**config.mk**
```make
export PLATFORM = sky130hd
export DESIGN_NAME = booth_mul_arb_flat
export DESIGN_NICKNAME = d
export VERILOG_FILES = /design/src/rtl/booth_mul_arb_if.sv /design/src/rtl/booth_mul_arb.sv /design/src/flat_wrapper.sv
export SDC_FILE = /design/constraint.sdc
export NUM_CORES = 1
export LEC_CHECK = 0
export CAP_MARGIN = 40
export CORE_MARGIN = 1.5
export CORE_UTILIZATION = 41
export DETAILED_ROUTE_END_ITERATION = 12
export HOLD_SLACK_MARGIN = 0.15
export PLACE_DENSITY = 0.83
export SKIP_CTS_REPAIR_TIMING = 1
export SLEW_MARGIN = 20
export SYNTH_ARGS = -nofsm -noshare
export SYNTH_HDL_FRONTEND = slang
export SYNTH_SLANG_ARGS = --single-unit
export TNS_END_PERCENT = 10
```
**constraint.sdc**
```tcl
create_clock -name clk -period 1.75 [get_ports clk]
set_clock_uncertainty 0.1 [all_clocks]
set_input_delay 0.175 -clock clk [delete_from_list [all_inputs] [get_ports clk]]
set_output_delay 0.175 -clock clk [all_outputs]
set_load 0.05 [all_outputs]
```
**src/rtl/booth_mul_arb_if.sv**
```systemverilog
// ============================================================================
// booth_mul_arb_if : requester, multiplier and response signals of booth_mul_arb
// Rev 1.0
// ============================================================================
`default_nettype none

interface booth_mul_arb_if;
  logic        req0_valid;
  logic        req0_ready;
  logic [7:0]  req0_a;
  logic [7:0]  req0_b;
  logic        req1_valid;
  logic        req1_ready;
  logic [7:0]  req1_a;
  logic [7:0]  req1_b;
  logic [7:0]  mul_multiplier;
  logic [7:0]  mul_multiplicand;
  logic [15:0] mul_product;
  logic        rsp_valid;
  logic        rsp_ready;
  logic        rsp_id;
  logic [15:0] rsp_product;
  logic        busy;
  logic [15:0] ops_done;

  modport slave (
    input  req0_valid, req0_a, req0_b,
    input  req1_valid, req1_a, req1_b,
    input  mul_product, rsp_ready,
    output req0_ready, req1_ready,
    output mul_multiplier, mul_multiplicand,
    output rsp_valid, rsp_id, rsp_product, busy, ops_done
  );

  modport master (
    output req0_valid, req0_a, req0_b,
    output req1_valid, req1_a, req1_b,
    output mul_product, rsp_ready,
    input  req0_ready, req1_ready,
    input  mul_multiplier, mul_multiplicand,
    input  rsp_valid, rsp_id, rsp_product, busy, ops_done
  );
endinterface

`default_nettype wire

```
**src/rtl/booth_mul_arb.sv**
```systemverilog
// ============================================================================
// booth_mul_arb : two-requester arbiter sharing one registered booth multiplier
// Rev 1.0
// ============================================================================
`default_nettype none

module booth_mul_arb #(
  parameter int FIXED_PRI = 0
) (
  input  logic             clk,
  input  logic             rst_n,
  booth_mul_arb_if.slave   bus
);

  typedef enum logic [1:0] {
    IDLE = 2'd0,
    CALC = 2'd1,
    CAPT = 2'd2,
    RESP = 2'd3
  } state_e;

  state_e      state_q;
  logic [7:0]  a_q;
  logic [7:0]  b_q;
  logic        rsp_id_q;
  logic [15:0] rsp_product_q;
  logic [15:0] ops_done_q;
  logic [15:0] ops_done_d;
  logic        last_q;
  logic        busy_q;
  logic        rsp_valid_q;

  logic        w_any;
  logic        w_both;
  logic        w_gnt;
  logic        w_gnt_id;

  assign w_any  = bus.req0_valid | bus.req1_valid;
  assign w_both = bus.req0_valid & bus.req1_valid;
  // Ready is combinational, so it must be masked while reset holds the FSM.
  assign w_gnt  = rst_n & (state_q == IDLE) & w_any;

  generate
    if (FIXED_PRI != 0) begin : g_fixed
      assign w_gnt_id = ~bus.req0_valid;
    end else begin : g_rr
      assign w_gnt_id = w_both ? ~last_q : bus.req1_valid;
    end
  endgenerate

  assign ops_done_d = ops_done_q + 16'd1;

  always_ff @(posedge clk or negedge rst_n) begin
    if (!rst_n) begin
      state_q       <= IDLE;
      a_q           <= 8'd0;
      b_q           <= 8'd0;
      rsp_id_q      <= 1'b0;
      rsp_product_q <= 16'd0;
      ops_done_q    <= 16'd0;
      last_q        <= 1'b1;
      busy_q        <= 1'b0;
      rsp_valid_q   <= 1'b0;
    end else begin
      case (state_q)
        IDLE: begin
          if (w_gnt) begin
            a_q      <= w_gnt_id ? bus.req1_a : bus.req0_a;
            b_q      <= w_gnt_id ? bus.req1_b : bus.req0_b;
            rsp_id_q <= w_gnt_id;
            last_q   <= w_gnt_id;
            busy_q   <= 1'b1;
            state_q  <= CALC;
          end
        end
        CALC: begin
          state_q <= CAPT;
        end
        CAPT: begin
          // Multiplier registered its product on the CALC->CAPT edge.
          rsp_product_q <= bus.mul_product;
          rsp_valid_q   <= 1'b1;
          state_q       <= RESP;
        end
        RESP: begin
          if (bus.rsp_ready) begin
            rsp_valid_q <= 1'b0;
            busy_q      <= 1'b0;
            ops_done_q  <= ops_done_d;
            state_q     <= IDLE;
          end
        end
        default: begin
          state_q <= IDLE;
        end
      endcase
    end
  end

  assign bus.req0_ready       = w_gnt & ~w_gnt_id;
  assign bus.req1_ready       = w_gnt &  w_gnt_id;
  assign bus.mul_multiplier   = a_q;
  assign bus.mul_multiplicand = b_q;
  assign bus.rsp_valid        = rsp_valid_q;
  assign bus.rsp_id           = rsp_id_q;
  assign bus.rsp_product      = rsp_product_q;
  assign bus.busy             = busy_q;
  assign bus.ops_done         = ops_done_q;

endmodule

`default_nettype wire
```
**src/flat_wrapper.sv**
```systemverilog
// flat-port wrapper written by rule: the top's interface ports become plain ports
module booth_mul_arb_flat 
#(
  parameter int FIXED_PRI = 0
)
  (clk, rst_n, bus_req0_valid, bus_req0_a, bus_req0_b, bus_req1_valid, bus_req1_a, bus_req1_b, bus_mul_product, bus_rsp_ready, bus_req0_ready, bus_req1_ready, bus_mul_multiplier, bus_mul_multiplicand, bus_rsp_valid, bus_rsp_id, bus_rsp_product, bus_busy, bus_ops_done);
  booth_mul_arb_if bus_i ();
  input  logic clk;
  input  logic rst_n;
  input wire logic [$bits(bus_i.req0_valid)-1:0] bus_req0_valid;
  input wire logic [$bits(bus_i.req0_a)-1:0] bus_req0_a;
  input wire logic [$bits(bus_i.req0_b)-1:0] bus_req0_b;
  input wire logic [$bits(bus_i.req1_valid)-1:0] bus_req1_valid;
  input wire logic [$bits(bus_i.req1_a)-1:0] bus_req1_a;
  input wire logic [$bits(bus_i.req1_b)-1:0] bus_req1_b;
  input wire logic [$bits(bus_i.mul_product)-1:0] bus_mul_product;
  input wire logic [$bits(bus_i.rsp_ready)-1:0] bus_rsp_ready;
  output wire logic [$bits(bus_i.req0_ready)-1:0] bus_req0_ready;
  output wire logic [$bits(bus_i.req1_ready)-1:0] bus_req1_ready;
  output wire logic [$bits(bus_i.mul_multiplier)-1:0] bus_mul_multiplier;
  output wire logic [$bits(bus_i.mul_multiplicand)-1:0] bus_mul_multiplicand;
  output wire logic [$bits(bus_i.rsp_valid)-1:0] bus_rsp_valid;
  output wire logic [$bits(bus_i.rsp_id)-1:0] bus_rsp_id;
  output wire logic [$bits(bus_i.rsp_product)-1:0] bus_rsp_product;
  output wire logic [$bits(bus_i.busy)-1:0] bus_busy;
  output wire logic [$bits(bus_i.ops_done)-1:0] bus_ops_done;
  assign bus_i.req0_valid = bus_req0_valid;
  assign bus_i.req0_a = bus_req0_a;
  assign bus_i.req0_b = bus_req0_b;
  assign bus_i.req1_valid = bus_req1_valid;
  assign bus_i.req1_a = bus_req1_a;
  assign bus_i.req1_b = bus_req1_b;
  assign bus_i.mul_product = bus_mul_product;
  assign bus_i.rsp_ready = bus_rsp_ready;
  assign bus_req0_ready = bus_i.req0_ready;
  assign bus_req1_ready = bus_i.req1_ready;
  assign bus_mul_multiplier = bus_i.mul_multiplier;
  assign bus_mul_multiplicand = bus_i.mul_multiplicand;
  assign bus_rsp_valid = bus_i.rsp_valid;
  assign bus_rsp_id = bus_i.rsp_id;
  assign bus_rsp_product = bus_i.rsp_product;
  assign bus_busy = bus_i.busy;
  assign bus_ops_done = bus_i.ops_done;
  booth_mul_arb #(.FIXED_PRI(FIXED_PRI)) u_core (.clk(clk), .rst_n(rst_n), .bus(bus_i));
endmodule
```
==> metrics.md, run 1 <==
| Metric | Value |
|---|---|
| Status | `complete, but fails checks` |
| Failing checks | `negative setup slack` |
| Combinational fraction of design power | `a little over half` |
| Max cap viols | `0` |
| Seq/Total Area, Yosys | `59.6%` |
| # rows | `26` |
| # setup viols final | `2` |
| P_sw | `approximately 3000 uW` |
| R2R Path Start | `u_core.state_q[1]` |
| Crit-path max cell delay | `0.42 ns` |
| Share of cells above drive strength 1 | `33.1%` |
| Iteration-0 DRC Markers | `approximately 140` |
| Post-synth EDFFs | `0` |
| Pint | `about 3700 uW` |
| Die X | `about 77 um` |
| Vias in the first global route | `around 1800` |
| R2R Setup Slk | `approximately 0.07 ns` |
| CP required | `1.47 ns` |
| CTS tree | `done` |
| Residual DRC | `0` |
| Post-detail-place hpwl | `3880 um` |
| ANT nets after route | `0` |
| Clock tree buffer depth | `2` |
| Wire per inst | `14.4 um` |
| Period minus WS final | `about 1.8 ns` |
| Clock latency on the worst-skew pair | `0.30 ns` |
| Post-synth ARST share | `100%` |
| # nets final | `356` |
| Clock Power Share | `14.9%` |
| Hold crit path type | `in -> async` |
| CTS clock-pin slew for the worst setup and hold paths | `0.09 ns` |
| Final Cell Area | `0.00361 mm2` |
| Largest net degree at the start of global routing | `54` |
| Switching portion of total power | `45.0%` |
| PwrDens | `1850 mW/mm2` |
| CP max FO | `7` |
| Sequential Power Share | `30.6%` |
| Ant. Diodes | `0` |
| Fillers | `393` |
| Num CTS Buffers | `5` |
| Slew headroom | `56.4%` |
| DRT Pass-1 Iters | `6` |
| CP endpoint kind | `output port` |
| Clk sinks | `54` |
| YS warnings | `0` |
| Fmax | `566 MHz` |
| GP Congestion | `0.733` |
| Layout area overhead | `59.1%` |
| R2R depth | `8` |
| Inst Count DP | `356` |
| Cell count after synthesis | `178` |
| Die Area | `0.00599 mm2` |
| H-tree lvl count | `2` |
| Synth Cell Area | `about 0.0023 mm2` |
| Reg2reg end | `u_core.bus.mul_multiplier[2]` |
| Final Hold Vio Count | `0` |
| Overflow after GRT | `0` |
| Crit start category | `register` |
| Worst-Margin Slew | `0.654 ns` |
| Final Cycle Share | `101%` |
| Crit-path slowest cell | `dfrtp_1` |
| Ys flop type | `dfrtp_1` |
| Slew Limit Fails | `0` |
| Syn nets | `236` |
| Synth cell types | `30` |
| Non-Filler Instances | `369` |
| Drt total wl | `5310 um` |
| Final worst setup slack | `-0.0175 ns` |
| Yosys reg bits | `54` |
| Data arrival, critical path | `1.49 ns` |
| WS Path Type | `reg -> out` |
| IO Port Bufs | `105` |
| First-pass GRT wire length | `8600 um` |
| Pre-CTS setup slack | `0.0635 ns` |
| Most frequent cells in the layout | `54 x buf_4, 53 x dfrtp_1, 51 x clkdlybuf4s50_1, 18 x inv_1, 17 x mux2_2` |
| CP endpoint | `bus_req1_ready` |
| Max VDD drop | `1330 uV` |
| # IOs | `106` |
| Commonest non-fill, non-tap cell in the layout | `buf_4` |
| Gr usage total | `18.2%` |
| DR vias/cell | `5.07` |
| Initial Util | `between 40% and 50%` |
| Core area | `roughly 0.0052 mm2` |
| Placement Cell Area | `between 0.003 and 0.004 mm2` |
| CP Cell Sequence | `inv_2 -> ha_4 -> nand3_2 -> a21oi_2 -> buf_12 -> buf_12` |
| Sequential cell area | `0.00135 mm2` |
| Pwr Total | `6690 uW` |
| Multi-input logic area | `~830 um2` |
| Static Leak | `0.00179 uW` |
| Total number of vias | `1871` |
| Mean Syn Cell Area | `about 13 um2` |
| Worst Setup SP | `u_core.state_q[1]` |
| Cell mode on critical path | `buf_12` |
| Initial antenna violation count | `0` |
| RSZ-0062 raised after global routing | `true` |
| Total negative slack | `-0.0264 ns` |
| Root buffer cell | `clkbuf_8` |
| Die H | `77.4 um` |
## cells by family after synthesis
family / Yosys count / share of synthesized area [%]
xor+xnor: 15 / 5.79
fa+ha+maj: 5 / 2.76
compound gates: 27 / 10.4
simple gates: 34 / 8.21
flops: 54 / 59.6
buf+inv: 26 / 4.85
mux: 17 / 8.43
## metrics by stage
stage / hold slack [ns] / utilization [%]
global route: 0.347 / 68.9
CTS: -0.266 / 67.1
finish: 0.328 / 68.9
global placement: 0.0704 / 64.4
detailed placement: 0.0692 / 64.4
floorplan: -0.221 / -
## worst min path at each step
stage / endpoint / start / depth (start not counted) / slack [ns]
floorplan: u_core.bus.busy / rst_n / 0 / -0.22
global placement: u_core.last_q / rst_n / 1 / 0.07
detailed placement: u_core.last_q / rst_n / 1 / 0.07
CTS: u_core.last_q / rst_n / 1 / -0.27
global route: u_core.last_q / rst_n / 2 / 0.35
finish: u_core.last_q / rst_n / 2 / 0.33
## cell type report
cell class	instances	share of cell area (%)
Tap cell	70	2.43
Sequential cell	54	37.5
Clock buffer	6	2.29
Inverter	20	2.08
Clock inverter	2	1.66
Timing Repair Buffer	119	31.0
Multi-Input combinational cell	98	23.1
## flip-flops by register name (all words and copies together), names as in the netlist
name,cells
u_core.bus.ops_done,16
u_core.bus.rsp_product,16
u_core.bus.mul_multiplicand,8
u_core.bus.mul_multiplier,8
u_core.state_q,2
u_core.bus.busy,1
u_core.bus.rsp_id,1
u_core.bus.rsp_valid,1
u_core.last_q,1
## power by group through the flow
stage	logic [uW]	registers [uW]	clock network, uW
finish	3650	2040	998
global route	3850	2110	1090
CTS	3600	2040	1030
detailed placement	3600	2050	0
global placement	3530	2040	0
floorplan	895	3550	0
## per-layer routing
layer	GRT usage [%]	share of wire, %
met1	25.0	42
met2	28.6	52
met3	4.24	5.8
met4	6.00	0.43
met5	0	0
## worst max-delay path, delay by kind of cell, from the launching register on
kind / cells / cell delay, ns
AOI/OAI and AO/OA: 1 / 0.15
buffers and inverters: 3 / 0.37
adders and majority gates: 1 / 0.17
and+or+nand+nor: 1 / 0.08
DFF: 1 / 0.42
## cell usage after synthesis, types with 2 or more instances
library cell | instances | share of area, %
a21o_1 | 2 | 0.66
a21oi_2 | 2 | 0.77
a222oi_1 | 16 | 7.1
buf_2 | 4 | 0.88
buf_4 | 2 | 0.66
dfrtp_1 | 53 | 58
ha_1 | 5 | 2.8
inv_1 | 20 | 3.3
mux2_2 | 17 | 8.4
nand2_1 | 9 | 1.5
nand3_1 | 7 | 1.5
nand4_1 | 3 | 0.83
nor2_1 | 5 | 0.83
nor2b_1 | 2 | 0.55
o21ai_0 | 3 | 0.66
xnor2_1 | 9 | 3.5
xor2_1 | 6 | 2.3
(Power assumes the default switching activity.)
==> run 2: changes to the inputs <==
--- a/config.mk
+++ b/config.mk
@@ -6,11 +6,13 @@
 export NUM_CORES = 1
 export LEC_CHECK = 0
 export CAP_MARGIN = 40
+export CELL_PAD_IN_SITES_DETAIL_PLACEMENT = 2
+export CELL_PAD_IN_SITES_GLOBAL_PLACEMENT = 2
 export CORE_MARGIN = 1.5
-export CORE_UTILIZATION = 41
+export CORE_UTILIZATION = 22
 export DETAILED_ROUTE_END_ITERATION = 12
 export HOLD_SLACK_MARGIN = 0.15
-export PLACE_DENSITY = 0.83
+export PLACE_DENSITY = 0.77
 export SKIP_CTS_REPAIR_TIMING = 1
 export SLEW_MARGIN = 20
 export SYNTH_ARGS = -nofsm -noshare
==> constraint.sdc (replaced) <==
create_clock -name clk -period 1.6 [get_ports clk]
set_clock_uncertainty 0.1 [all_clocks]
set_input_delay 0.16 -clock clk [delete_from_list [all_inputs] [get_ports clk]]
set_output_delay 0.16 -clock clk [all_outputs]
set_load 0.05 [all_outputs]
==> metrics.md, run 2 (same netlist as run 1, synthesis figures left out) <==
| Metric | Value |
|---|---|
| Multi-input logic area | `853 um2 (+2.2%)` |
| Final Hold Vio Count | `0 (unchanged)` |
| Max cap viols | `0 (unchanged)` |
| Hold crit path type | `in -> reg` |
| Vias in the first global route | `2159 (+22%)` |
| # nets final | `368 (+3.4%)` |
| Clock tree buffer depth | `2 (unchanged)` |
| Fillers | `1067 (+170%)` |
| # setup viols final | `20 (+18)` |
| Fin util | `37.8% (-31 points)` |
| Share of cells above drive strength 1 | `40.2% (+7.1 points)` |
| Hold path cells | `3` |
| Period minus WS final | `between 1.5 and 2 ns` |
| GP Congestion | `0.677 (-7.6%)` |
| Crit. path cell count | `6 (unchanged)` |
| DRT Pass-1 Iters | `6 (unchanged)` |
| CP required | `1.34 ns (-0.13 ns)` |
| Total number of vias | `1959 (+4.7%)` |
| Die Area | `0.0109 mm2 (+83%)` |
| Wire per inst | `15.4 um (+6.9%)` |
| Core area | `0.00991 mm2 (+89%)` |
| Status | `complete, but fails checks` |
| H-tree lvl count | `2 (unchanged)` |
| CP max FO | `4 (-3)` |
| Die X | `105 um (+35%)` |
| Num CTS Buffers | `5 (unchanged)` |
| IO Port Bufs | `105 (unchanged)` |
| Max VDD drop | `1070 uV (-20%)` |
| CTS tree | `done` |
| # rows | `36 (+38%)` |
| Buf/Inv on CP | `3 (unchanged)` |
| Largest net degree at the start of global routing | `29 (-46%)` |
| Gr usage total | `12.7% (-5.5 points)` |
| Final Cycle Share | `110%` |
| Initial Util | `22.9% (-20 points)` |
| Drt total wl | `6830 um (+29%)` |
| Delay-heaviest family, CP | `flip-flops` |
| CP endpoint kind | `output port` |
| Placement Cell Area | `0.00352 mm2 (+4.5%)` |
| Failing checks | `negative setup slack` |
| Inst Count DP | `428 (+20%)` |
| Final worst setup slack | `-0.160 ns (-0.143 ns)` |
| WS Path Type | `reg -> out` |
| Crit-path slowest cell | `dfrtp_1` |
| ANT nets after route | `0 (unchanged)` |
| Crit-path max cell delay | `0.42 ns (about the same)` |
| Iteration-0 DRC Markers | `68 (-51%)` |
| Final Cell Area | `0.00374 mm2 (+3.7%)` |
| Pre-CTS setup slack | `-0.169 ns (-0.232 ns)` |
| Static Leak | `0.00177 uW (-1.2%)` |
| PwrDens | `1970 mW/mm2 (+6.2%)` |
| Residual DRC | `0 (unchanged)` |
| Initial antenna violation count | `0 (unchanged)` |
| R2R depth | `6 (-2)` |
| CTS clock-pin slew for the worst setup and hold paths | `0.10 ns (about the same)` |
| Fmax | `around 570 MHz` |
| Slew headroom | `73.6% (+17 points)` |
| # IOs | `106 (unchanged)` |
| Sequential cell area | `0.00136 mm2 (+0.65%)` |
| DR vias/cell | `4.41 (-13%)` |
| Post-detail-place hpwl | `5280 um (+36%)` |
| Most frequent cells in the layout | `72 x buf_4, 51 x clkdlybuf4s50_1, 46 x dfrtp_1, 18 x inv_1, 17 x mux2_2` |
| R2R Setup Slk | `-0.09 ns (-0.16 ns)` |
| RSZ-0062 raised after global routing | `true` |
| CP Cell Sequence | `inv_2 -> ha_4 -> nand3_4 -> a21oi_4 -> buf_6 -> buf_12` |
| Die H | `105 um (+35%)` |
| Ant. Diodes | `0 (unchanged)` |
| Overflow after GRT | `0 (unchanged)` |
| Crit start category | `register` |
| Commonest non-fill, non-tap cell in the layout | `buf_4` |
| Slew Limit Fails | `0 (unchanged)` |
| Layout area overhead | `64.9%` |
| Data arrival, critical path | `1.50 ns (about the same)` |
| Root buffer cell | `clkbuf_8` |
| Clock latency on the worst-skew pair | `0.30 ns (about the same)` |
| First-pass GRT wire length | `11200 um (+30%)` |
| Clk sinks | `54 (unchanged)` |
| Non-Filler Instances | `444 (+20%)` |
| Worst-Margin Slew | `0.394 ns (-0.260 ns)` |
-- run 2: cell types whose count changed in the layout (fill, tap and decap cells not counted), sizes merged --
cell | previous run | this run
dlymetal6s2s | 7 | 0
buf | 60 | 79
clkinvlp | 0 | 1
bufinv | 2 | 1
-- run 2: power breakdown --
part / switching [uW] / internal (uW)
Clock: 451 / 468
Combinational: 2610 / 1570
Sequential: 358 / 1900
Total: 3420 / 3940
-- run 2: stage by stage --
stage               TNS (ns)  hold slack [ns]  total power, uW
floorplan             -0.130           -0.236             4870
global placement      -0.405            0.161             6250
detailed placement     -2.46            0.174             6390
CTS                    -3.44           -0.177             7340
global route           -4.22            0.339             7790
finish                 -1.33            0.340             7360
-- run 2: cell type report --
cell class,count,share of cell area [%]
timing repair buffer,131,31.5
clock buffer,6,1.94
sequential,54,36.4
tap,133,4.45
inverter,20,2.01
clock inverter,2,1.00
multi-input combinational,98,22.8
-- run 2: path summary, 6_finish.rpt --
kind | from | to
max | u_core.state_q[1] | bus_req0_ready
min | bus_req1_a[5] | u_core.bus.mul_multiplier[5]
max reg2reg | u_core.state_q[1] | u_core.bus.mul_multiplicand[5]
min reg2reg | u_core.bus.rsp_id | u_core.bus.rsp_id
max in group asynchronous | rst_n | u_core.last_q
min in group asynchronous | rst_n | u_core.bus.mul_multiplier[0]
-- run 2: per-layer routing --
metal  part of all wire (%)  up-vias  GRT usage, %
li1                       -      893             -
met3                    5.2        6          2.99
met1                     41      992          15.2
met2                     53       68          23.0
met5                      0        -             0
met4                   0.81        0          2.64
-- run 2: worst reg2reg max path, delay by kind of cell, from the launching register on --
family	cells	cell delay, ns
fa+ha+maj	1	0.17
flops	1	0.42
buf+inv	3	0.39
compound gates	2	0.48
